[config.mk]
export PLATFORM = sky130hd
export DESIGN_NAME = qcpu_serial_io_flat
export DESIGN_NICKNAME = d
export VERILOG_FILES = /design/src/rtl/qcpu_serial_io_if.sv /design/src/rtl/qcpu_serial_io.sv /design/src/flat_wrapper.sv
export SDC_FILE = /design/constraint.sdc
export NUM_CORES = 1
export LEC_CHECK = 0
export ABC_AREA = 1
export CORE_ASPECT_RATIO = 1.1
export CORE_MARGIN = 3
export CORE_UTILIZATION = 50
export DETAILED_ROUTE_END_ITERATION = 16
export PLACE_DENSITY = 0.72
export SLEW_MARGIN = 5
export SYNTH_ARGS = -nofsm -noshare
export SYNTH_HDL_FRONTEND = slang
export SYNTH_SLANG_ARGS = --single-unit
[constraint.sdc]
create_clock -name clk -period 3 [get_ports clk]
set_input_delay 0.9 -clock clk [delete_from_list [all_inputs] [get_ports clk]]
set_output_delay 0.9 -clock clk [all_outputs]
set_load 0.02 [all_outputs]
[src/rtl/qcpu_serial_io_if.sv]
// CPU-side register bus for qcpu_serial_io: 2-bit address, byte data,
// single-cycle write and read strobes, combinational read data.
interface qcpu_serial_io_if;
  logic [1:0] addr;
  logic [7:0] wdata;
  logic       we;
  logic       re;
  logic [7:0] rdata;

  modport master (output addr, wdata, we, re, input rdata);
  modport slave  (input addr, wdata, we, re, output rdata);
endinterface

[src/rtl/qcpu_serial_io.sv]
// Byte-wide serial peripheral: 8N1 UART transceiver plus mode-0 MSB-first SPI
// master behind a 4-register CPU bus (0 UART data, 1 status, 2 SPI data, 3 control).
module qcpu_serial_io #(
  parameter int UART_DIV = 7,
  parameter int SPI_HALF = 5
) (
  input  logic               clk,
  input  logic               rst_n,
  qcpu_serial_io_if.slave    bus,
  output logic               txd,
  input  logic               rxd,
  output logic               sclk,
  output logic               sdo,
  input  logic               sdi,
  output logic               irq
);
  localparam int UW = $clog2(UART_DIV);
  localparam int SW = $clog2(SPI_HALF);
  localparam logic [UW-1:0] U_FULL = UW'(UART_DIV - 1);
  localparam logic [UW-1:0] U_HALF = UW'(UART_DIV / 2 - 1);
  localparam logic [SW-1:0] S_LAST = SW'(SPI_HALF - 1);

  typedef enum logic [1:0] {RX_IDLE, RX_START, RX_DATA, RX_STOP} rx_state_t;

  logic          tx_busy;
  logic [9:0]    tx_sr;
  logic [UW-1:0] tx_cnt;
  logic [3:0]    tx_bit;

  logic          rx_s1, rx_s2;
  rx_state_t     rx_state, rx_state_nx;
  logic [UW-1:0] rx_cnt;
  logic [2:0]    rx_bitn;
  logic [7:0]    rx_sr, rx_buf;
  logic          rx_valid, rx_overrun, rx_frame_err;
  logic          rx_valid_nx, rx_overrun_nx, rx_frame_err_nx;
  logic          rx_tick, rx_done, rx_err;

  logic          spi_busy, spi_done;
  logic [7:0]    spi_sr;
  logic [SW-1:0] spi_cnt;
  logic [2:0]    spi_bitn;

  logic [1:0]    ctrl;
  logic          wr_tx, wr_spi, wr_ctrl, rd_rx, rd_spi;

  assign wr_tx   = bus.we && (bus.addr == 2'd0) && !tx_busy;
  assign wr_spi  = bus.we && (bus.addr == 2'd2) && !spi_busy;
  assign wr_ctrl = bus.we && (bus.addr == 2'd3);
  assign rd_rx   = bus.re && (bus.addr == 2'd0);
  assign rd_spi  = bus.re && (bus.addr == 2'd2);

  // UART TX: frame shifts out LSB first; idle value of all ones keeps txd high.
  always_ff @(posedge clk or negedge rst_n) begin
    if (!rst_n) begin
      tx_busy <= 1'b0;
      tx_sr   <= '1;
      tx_cnt  <= '0;
      tx_bit  <= '0;
    end else if (wr_tx) begin
      tx_busy <= 1'b1;
      tx_sr   <= {1'b1, bus.wdata, 1'b0};
      tx_cnt  <= '0;
      tx_bit  <= '0;
    end else if (tx_busy) begin
      if (tx_cnt == U_FULL) begin
        tx_cnt <= '0;
        tx_sr  <= {1'b1, tx_sr[9:1]};
        if (tx_bit == 4'd9) tx_busy <= 1'b0;
        else                tx_bit  <= tx_bit + 4'd1;
      end else begin
        tx_cnt <= tx_cnt + UW'(1);
      end
    end
  end

  assign txd = tx_sr[0];

  // UART RX: synchronizer and state register
  always_ff @(posedge clk or negedge rst_n) begin
    if (!rst_n) begin
      rx_s1    <= 1'b1;
      rx_s2    <= 1'b1;
      rx_state <= RX_IDLE;
    end else begin
      rx_s1    <= rxd;
      rx_s2    <= rx_s1;
      rx_state <= rx_state_nx;
    end
  end

  always_comb begin
    rx_state_nx = rx_state;
    rx_tick     = 1'b0;
    rx_done     = 1'b0;
    rx_err      = 1'b0;
    case (rx_state)
      RX_IDLE:  if (!rx_s2) rx_state_nx = RX_START;
      RX_START: if (rx_cnt == U_HALF) begin
        rx_tick     = 1'b1;
        rx_state_nx = rx_s2 ? RX_IDLE : RX_DATA;
      end
      RX_DATA:  if (rx_cnt == U_FULL) begin
        rx_tick = 1'b1;
        if (rx_bitn == 3'd7) rx_state_nx = RX_STOP;
      end
      RX_STOP:  if (rx_cnt == U_FULL) begin
        rx_tick     = 1'b1;
        rx_done     = rx_s2;
        rx_err      = !rx_s2;
        rx_state_nx = RX_IDLE;
      end
      default:  rx_state_nx = RX_IDLE;
    endcase
  end

  // A completing byte outranks a same-cycle data read, so it is never lost.
  always_comb begin
    rx_valid_nx     = rd_rx ? 1'b0 : rx_valid;
    rx_overrun_nx   = rd_rx ? 1'b0 : rx_overrun;
    rx_frame_err_nx = rd_rx ? 1'b0 : rx_frame_err;
    if (rx_done) begin
      rx_overrun_nx = rx_overrun_nx | rx_valid_nx;
      rx_valid_nx   = 1'b1;
    end
    if (rx_err) rx_frame_err_nx = 1'b1;
  end

  always_ff @(posedge clk or negedge rst_n) begin
    if (!rst_n) begin
      rx_cnt       <= '0;
      rx_bitn      <= '0;
      rx_sr        <= '0;
      rx_buf       <= '0;
      rx_valid     <= 1'b0;
      rx_overrun   <= 1'b0;
      rx_frame_err <= 1'b0;
    end else begin
      rx_cnt <= (rx_state == RX_IDLE || rx_tick) ? '0 : rx_cnt + UW'(1);
      if (rx_state != RX_DATA) rx_bitn <= '0;
      else if (rx_tick)        rx_bitn <= rx_bitn + 3'd1;
      if (rx_state == RX_DATA && rx_tick) rx_sr <= {rx_s2, rx_sr[7:1]};
      if (rx_done) rx_buf <= rx_sr;
      rx_valid     <= rx_valid_nx;
      rx_overrun   <= rx_overrun_nx;
      rx_frame_err <= rx_frame_err_nx;
    end
  end

  // SPI master: sample sdi on the rising phase, advance sdo on the falling phase.
  always_ff @(posedge clk or negedge rst_n) begin
    if (!rst_n) begin
      spi_busy <= 1'b0;
      spi_done <= 1'b0;
      spi_sr   <= '0;
      spi_cnt  <= '0;
      spi_bitn <= '0;
      sclk     <= 1'b0;
      sdo      <= 1'b0;
    end else begin
      if (rd_spi) spi_done <= 1'b0;
      if (wr_spi) begin
        spi_busy <= 1'b1;
        spi_sr   <= bus.wdata;
        spi_cnt  <= '0;
        spi_bitn <= '0;
        sclk     <= 1'b0;
        sdo      <= bus.wdata[7];
      end else if (spi_busy) begin
        if (spi_cnt == S_LAST) begin
          spi_cnt <= '0;
          if (!sclk) begin
            sclk   <= 1'b1;
            spi_sr <= {spi_sr[6:0], sdi};
          end else begin
            sclk <= 1'b0;
            if (spi_bitn == 3'd7) begin
              spi_busy <= 1'b0;
              spi_done <= 1'b1;
            end else begin
              spi_bitn <= spi_bitn + 3'd1;
              sdo      <= spi_sr[7];
            end
          end
        end else begin
          spi_cnt <= spi_cnt + SW'(1);
        end
      end
    end
  end

  always_ff @(posedge clk or negedge rst_n) begin
    if (!rst_n)       ctrl <= '0;
    else if (wr_ctrl) ctrl <= bus.wdata[1:0];
  end

  always_comb begin
    bus.rdata = 8'h00;
    case (bus.addr)
      2'd0: bus.rdata = rx_buf;
      2'd1: bus.rdata = {3'b000, rx_frame_err, rx_overrun, spi_busy, rx_valid, tx_busy};
      2'd2: bus.rdata = spi_sr;
      2'd3: bus.rdata = {6'b000000, ctrl};
      default: bus.rdata = 8'h00;
    endcase
  end

  assign irq = (rx_valid & ctrl[0]) | (spi_done & ctrl[1]);
endmodule

[src/flat_wrapper.sv]
// flat-port wrapper written by rule: the top's interface ports become plain ports
module qcpu_serial_io_flat 
#(
  parameter int UART_DIV = 7,
  parameter int SPI_HALF = 5
)
  (clk, rst_n, txd, rxd, sclk, sdo, sdi, irq, bus_addr, bus_wdata, bus_we, bus_re, bus_rdata);
  qcpu_serial_io_if bus_i ();
  input  logic clk;
  input  logic rst_n;
  output logic txd;
  input  logic rxd;
  output logic sclk;
  output logic sdo;
  input  logic sdi;
  output logic irq;
  input wire logic [$bits(bus_i.addr)-1:0] bus_addr;
  input wire logic [$bits(bus_i.wdata)-1:0] bus_wdata;
  input wire logic [$bits(bus_i.we)-1:0] bus_we;
  input wire logic [$bits(bus_i.re)-1:0] bus_re;
  output wire logic [$bits(bus_i.rdata)-1:0] bus_rdata;
  assign bus_i.addr = bus_addr;
  assign bus_i.wdata = bus_wdata;
  assign bus_i.we = bus_we;
  assign bus_i.re = bus_re;
  assign bus_rdata = bus_i.rdata;
  qcpu_serial_io #(.UART_DIV(UART_DIV), .SPI_HALF(SPI_HALF)) u_core (.clk(clk), .rst_n(rst_n), .bus(bus_i), .txd(txd), .rxd(rxd), .sclk(sclk), .sdo(sdo), .sdi(sdi), .irq(irq));
endmodule
* Word level (Yosys, flattened, before mapping)
Cells that the tools add are included.
Cells by class: equality and inequality tests 22, bitwise gates (word level) 4, reductions and logical operators 28, add/sub/neg operators 6, multiplexer cells 70
Operators by type and width (count):
- $mux 3 | 14
- $mux 1 | 36
- $mux 8 | 4
- $pmux 8 s4 | 1
- $mux 10 | 3
- $mux 4 | 4
- $add 3x1->3 const B | 5
- $eq 3x3->1 const B | 5
- $reduce_bool 2->1 | 7
- $mux 2 | 6
- $ne 2x1->1 const B | 6
- $eq 2x2->1 const B | 4
- $logic_and 1x1->1 | 8
- $pmux 2 s4 | 1
- $ne 2x2->1 const B | 3
- $reduce_and 3->1 | 2
- $reduce_and 5->1 | 1
- $add 4x1->4 const B | 1
- $eq 2x1->1 const B | 2
- $eq 4x4->1 const B | 1
- $logic_not 2->1 | 2
- $reduce_and 2->1 | 2
- $reduce_and 4->1 | 1
- $eq 3x2->1 const B | 1
- 6 further kinds | 10
Word-level totals: input port bits 16, word-level logic and storage cells 152, flip-flop bits (word level) 67, output and inout bits 12

* Depth between registers and ports, before layout
word-level depth 8, mapped depth 9, depth with buffers taken out 9

* Worst setup path after synthesis
No wires, ideal clock.
path type input to output, start input bus_addr[0], end output bus_rdata[5], data arrival time 1551 ps, setup slack 549 ps, cell stages on the path 3, cell sequence inv_1 nand2_1 o21ai_0
Between the ends: word-level cells in the longest chain between the ends 2
Ends and longest elaborated chain:
- start: declaration | RTL line flat_wrapper.sv:17 | input wire logic [$bits(bus_i.addr)-1:0] bus_addr;
- $eq 2x2->1 (tied with other cells) | RTL line qcpu_serial_io.sv:199 | case (bus.addr)
- $pmux 8 s4 (*) | RTL line qcpu_serial_io.sv:199
- end: declaration | RTL line flat_wrapper.sv:21 | output wire logic [$bits(bus_i.rdata)-1:0] bus_rdata;
Mark *: on every way between the ends. The rest lies on a longest branch, timed or not.

* Worst setup path in the final report
start input bus_addr[1], end output bus_rdata[7]
The elaborated chain is that of the path after synthesis.

==> impl_metrics.toml <==
[outcome]
status = "complete, no violations"

[yosys]
synth-edff-count = 0
syn_nets = 418
ys.flop_type = "dfrtp_1"
yosysMostFrequentCell = "nand2_1"
yosysTopAreaCellShare_pct = 42.2
synth_area_leaders = "dfrtp_1 42%, nand2_1 13%, dfstp_2 8.9%, inv_1 6.3%, nand3_1 5.2%"
synth_area_per_cell_um2 = 8.31
synth_top_area_cell = "dfrtp_1"
ys_ff_latch = 66
synth_cell_types = 30
netlist_top_cells_count = "116 x nand2_1, 55 x dfrtp_1, 55 x inv_1"
async_flop_share_pct = 100
yosysWarnings = 0
syn_area_mm2 = 0.00326
synthCells = 392
synth.yosys.seq_area_share_pct = 51.1

[worst_setup_path]
arrival_ps = 1980
r2r_slack_ps = 1410
r2r_cells = 8
worstPathCellList = "dlygate4sd2_1 -> nor2_2 -> buf_4 -> a22o_1 -> dlygate4sd2_1"
worstPathRequired_ps = 2100
path_max_fanout = 7
startpoint_type = "primary input"
reg2reg_from = "u_core.spi_bitn[0]"
crit_path_frequent_cell = "dlygate4sd2_1"
slowest_stage = "dlygate4sd2_1"
end_kind = "primary output"
criticalPathCategory = "in -> out"
slowest_delay_ps = 320
timing.rr.end = "u_core.spi_bitn[0]"
startpoint = "bus_addr[1]"

[clocking]
cts_made_buffers = 9
cts-hold-fix-buffers = 0
cts_root_buffer = "clkbuf_8"
worstSkewPairLatency_ps = 350
h-tree-depth = 3
cts_tree = "done"
cts.clk_slew.worst_paths_ps = 70
clock_path_buffers = 2
cts.sinks = 66

[min_path]
hold_class = "reg -> reg"
hold_depth = 0
whs_endpoint = "u_core.rx_s2"
min_from = "u_core.rx_s1"

[drt]
drtIter0Drc = 125
wl_per_cell_um = 13.0
ant_nets = 0
routed_wl_um = 6690
viasPerCell = 5.12
drc_errors = 0
firstDrtPassIters = 5
vias = 2644

[floorplanning]
fp.dieH_um = 90.7
die_area_mm2 = 0.00752
core_area_mm2 = 0.00623
initial_core_util_pct = 52.3
fp-row-count = 30
boundaryPins = 28
die_w_um = 83.0

[placement]
preCtsSetupSlack_ps = -487
dp_hpwl_um = 4930
placed_cell_area_mm2 = 0.00365
gp_congestion = 0.816
place.port_buffers = 27

[timing]
finalSetupViolations = 0
slew_headroom_pct = 64.0
finalCriticalPeriod_ps = 2880
worst_pin_slew_ps = 540
fin_ws_ps = 115
rsz0062_at_grt = "false"
setup_tns_ps = 0
timing.fmax_mhz = 347
hold_viol = 0
slew_violations = 0
finClkSkew_ps = 11.8
fin_crit_sh_pct = 96.2

[power_and_ir_drop]
powerDensity_mw_per_mm2 = 763
ir_drop_uv = 443
leakage_nw = 2.03

[finish]
syn2layout_area_growth_pct = 19.5
antenna_cells = 0
final_util_pct = 62.5
fin_area_mm2 = 0.00389
layout-drive-gt1-share_pct = 12.6
nets = 457

[grt]
grt_antenna_before_repair = 0
gr-usage-all-layers_pct = 19.3
overflow = 0
grt_pass1_wl_um = 11500
grt_max_degree = 46
grt_pass1_vias = 2575

[job]
max_cap_viol_count = 0
==> layer usage <==
metal	wire, µm	GRT usage [%]
met5	0	0
met4	159	9.67
met3	228	4.47
met2	3260	32.1
met1	3040	23.3
==> cells in the final DEF, fill, tap and decap left out, types with 5 or more instances in the layout <==
| master | n |
|---|---|
| nand2_1 | 116 |
| o211ai_1 | 5 |
| ha_1 | 10 |
| dfstp_2 | 11 |
| clkdlybuf4s50_1 | 16 |
| buf_4 | 9 |
| o21ai_1 | 15 |
| a21oi_1 | 5 |
| inv_1 | 55 |
| o21ai_0 | 19 |
| clkbuf_8 | 9 |
| nor2_1 | 22 |
| nand3_1 | 34 |
| dfrtp_1 | 55 |
| inv_2 | 5 |
| nand4_1 | 12 |
==> how the worst max path moves through the flow <==
stage	cells past startpoint	slack (ps)	to
after global placement	6	-450	bus_rdata[1]
after detailed placement	6	-490	bus_rdata[1]
after floorplan	3	550	bus_rdata[5]
after CTS	5	110	bus_rdata[7]
after global routing	6	20	bus_rdata[5]
final	5	120	bus_rdata[7]
==> final cells by class <==
class | instances | area [µm²]
inverter | 60 | 225
sequential | 66 | 1670
multi-input combinational | 258 | 1320
timing repair buffer | 36 | 323
clock buffer | 9 | 124
tap | 80 | 100
clock inverter | 7 | 141
fill | 556 | 2340
==> cell families (layout without fill, tap and decap cells) <==
| logic type | count (synthesis) | after routing | share of synthesized area, % |
|---|---|---|---|
| compound gates | 53 | 53 | 9.37 |
| xor+xnor | 3 | 3 | 0.806 |
| fa+ha+maj | 10 | 10 | 3.84 |
| buf+inv | 68 | 112 | 8.60 |
| flops | 66 | 66 | 51.1 |
| simple gates | 192 | 192 | 26.3 |
==> sequential cells by signal, summed over array words and instances, names as in the netlist, 2 cells and up, named ones only <==
name             flops
u_core.tx_sr         9
u_core.rx_buf        8
u_core.rx_sr         8
u_core.spi_sr        8
u_core.tx_bit        4
u_core.rx_bitn       3
u_core.rx_cnt        3
u_core.spi_bitn      3
u_core.spi_cnt       3
u_core.tx_cnt        3
u_core.ctrl          2
==> worst max-delay path, delay by kind of cell <==
family	cells	cell delay, ps
AOI/OAI and AO/OA	1	130
buffers and inverters	3	790
and+or+nand+nor	1	170
==> report_power, final <==
group          total, mW  switching [mW]  internal [mW]
clock network      0.987           0.351          0.636
logic              0.728           0.438          0.290
registers           1.25           0.162           1.09
==> repair_timing <==
action                                  CTS  global route
setup buffers                             0             0
endpoints found under the hold margin     0             0
endpoints found under the setup margin    8             0
gates resized for setup                  28             0
==> metrics by stage <==
stage | power, mW | hold slack [ps] | std cells
floorplan | 1.76 | 345 | 392
global placement | 1.99 | 347 | 500
detailed placement | 2.02 | 347 | 500
CTS | 3.00 | 357 | 516
global route | 3.17 | 360 | 516
finish | 2.97 | 356 | 516
Power figures use the tool's default switching activity.
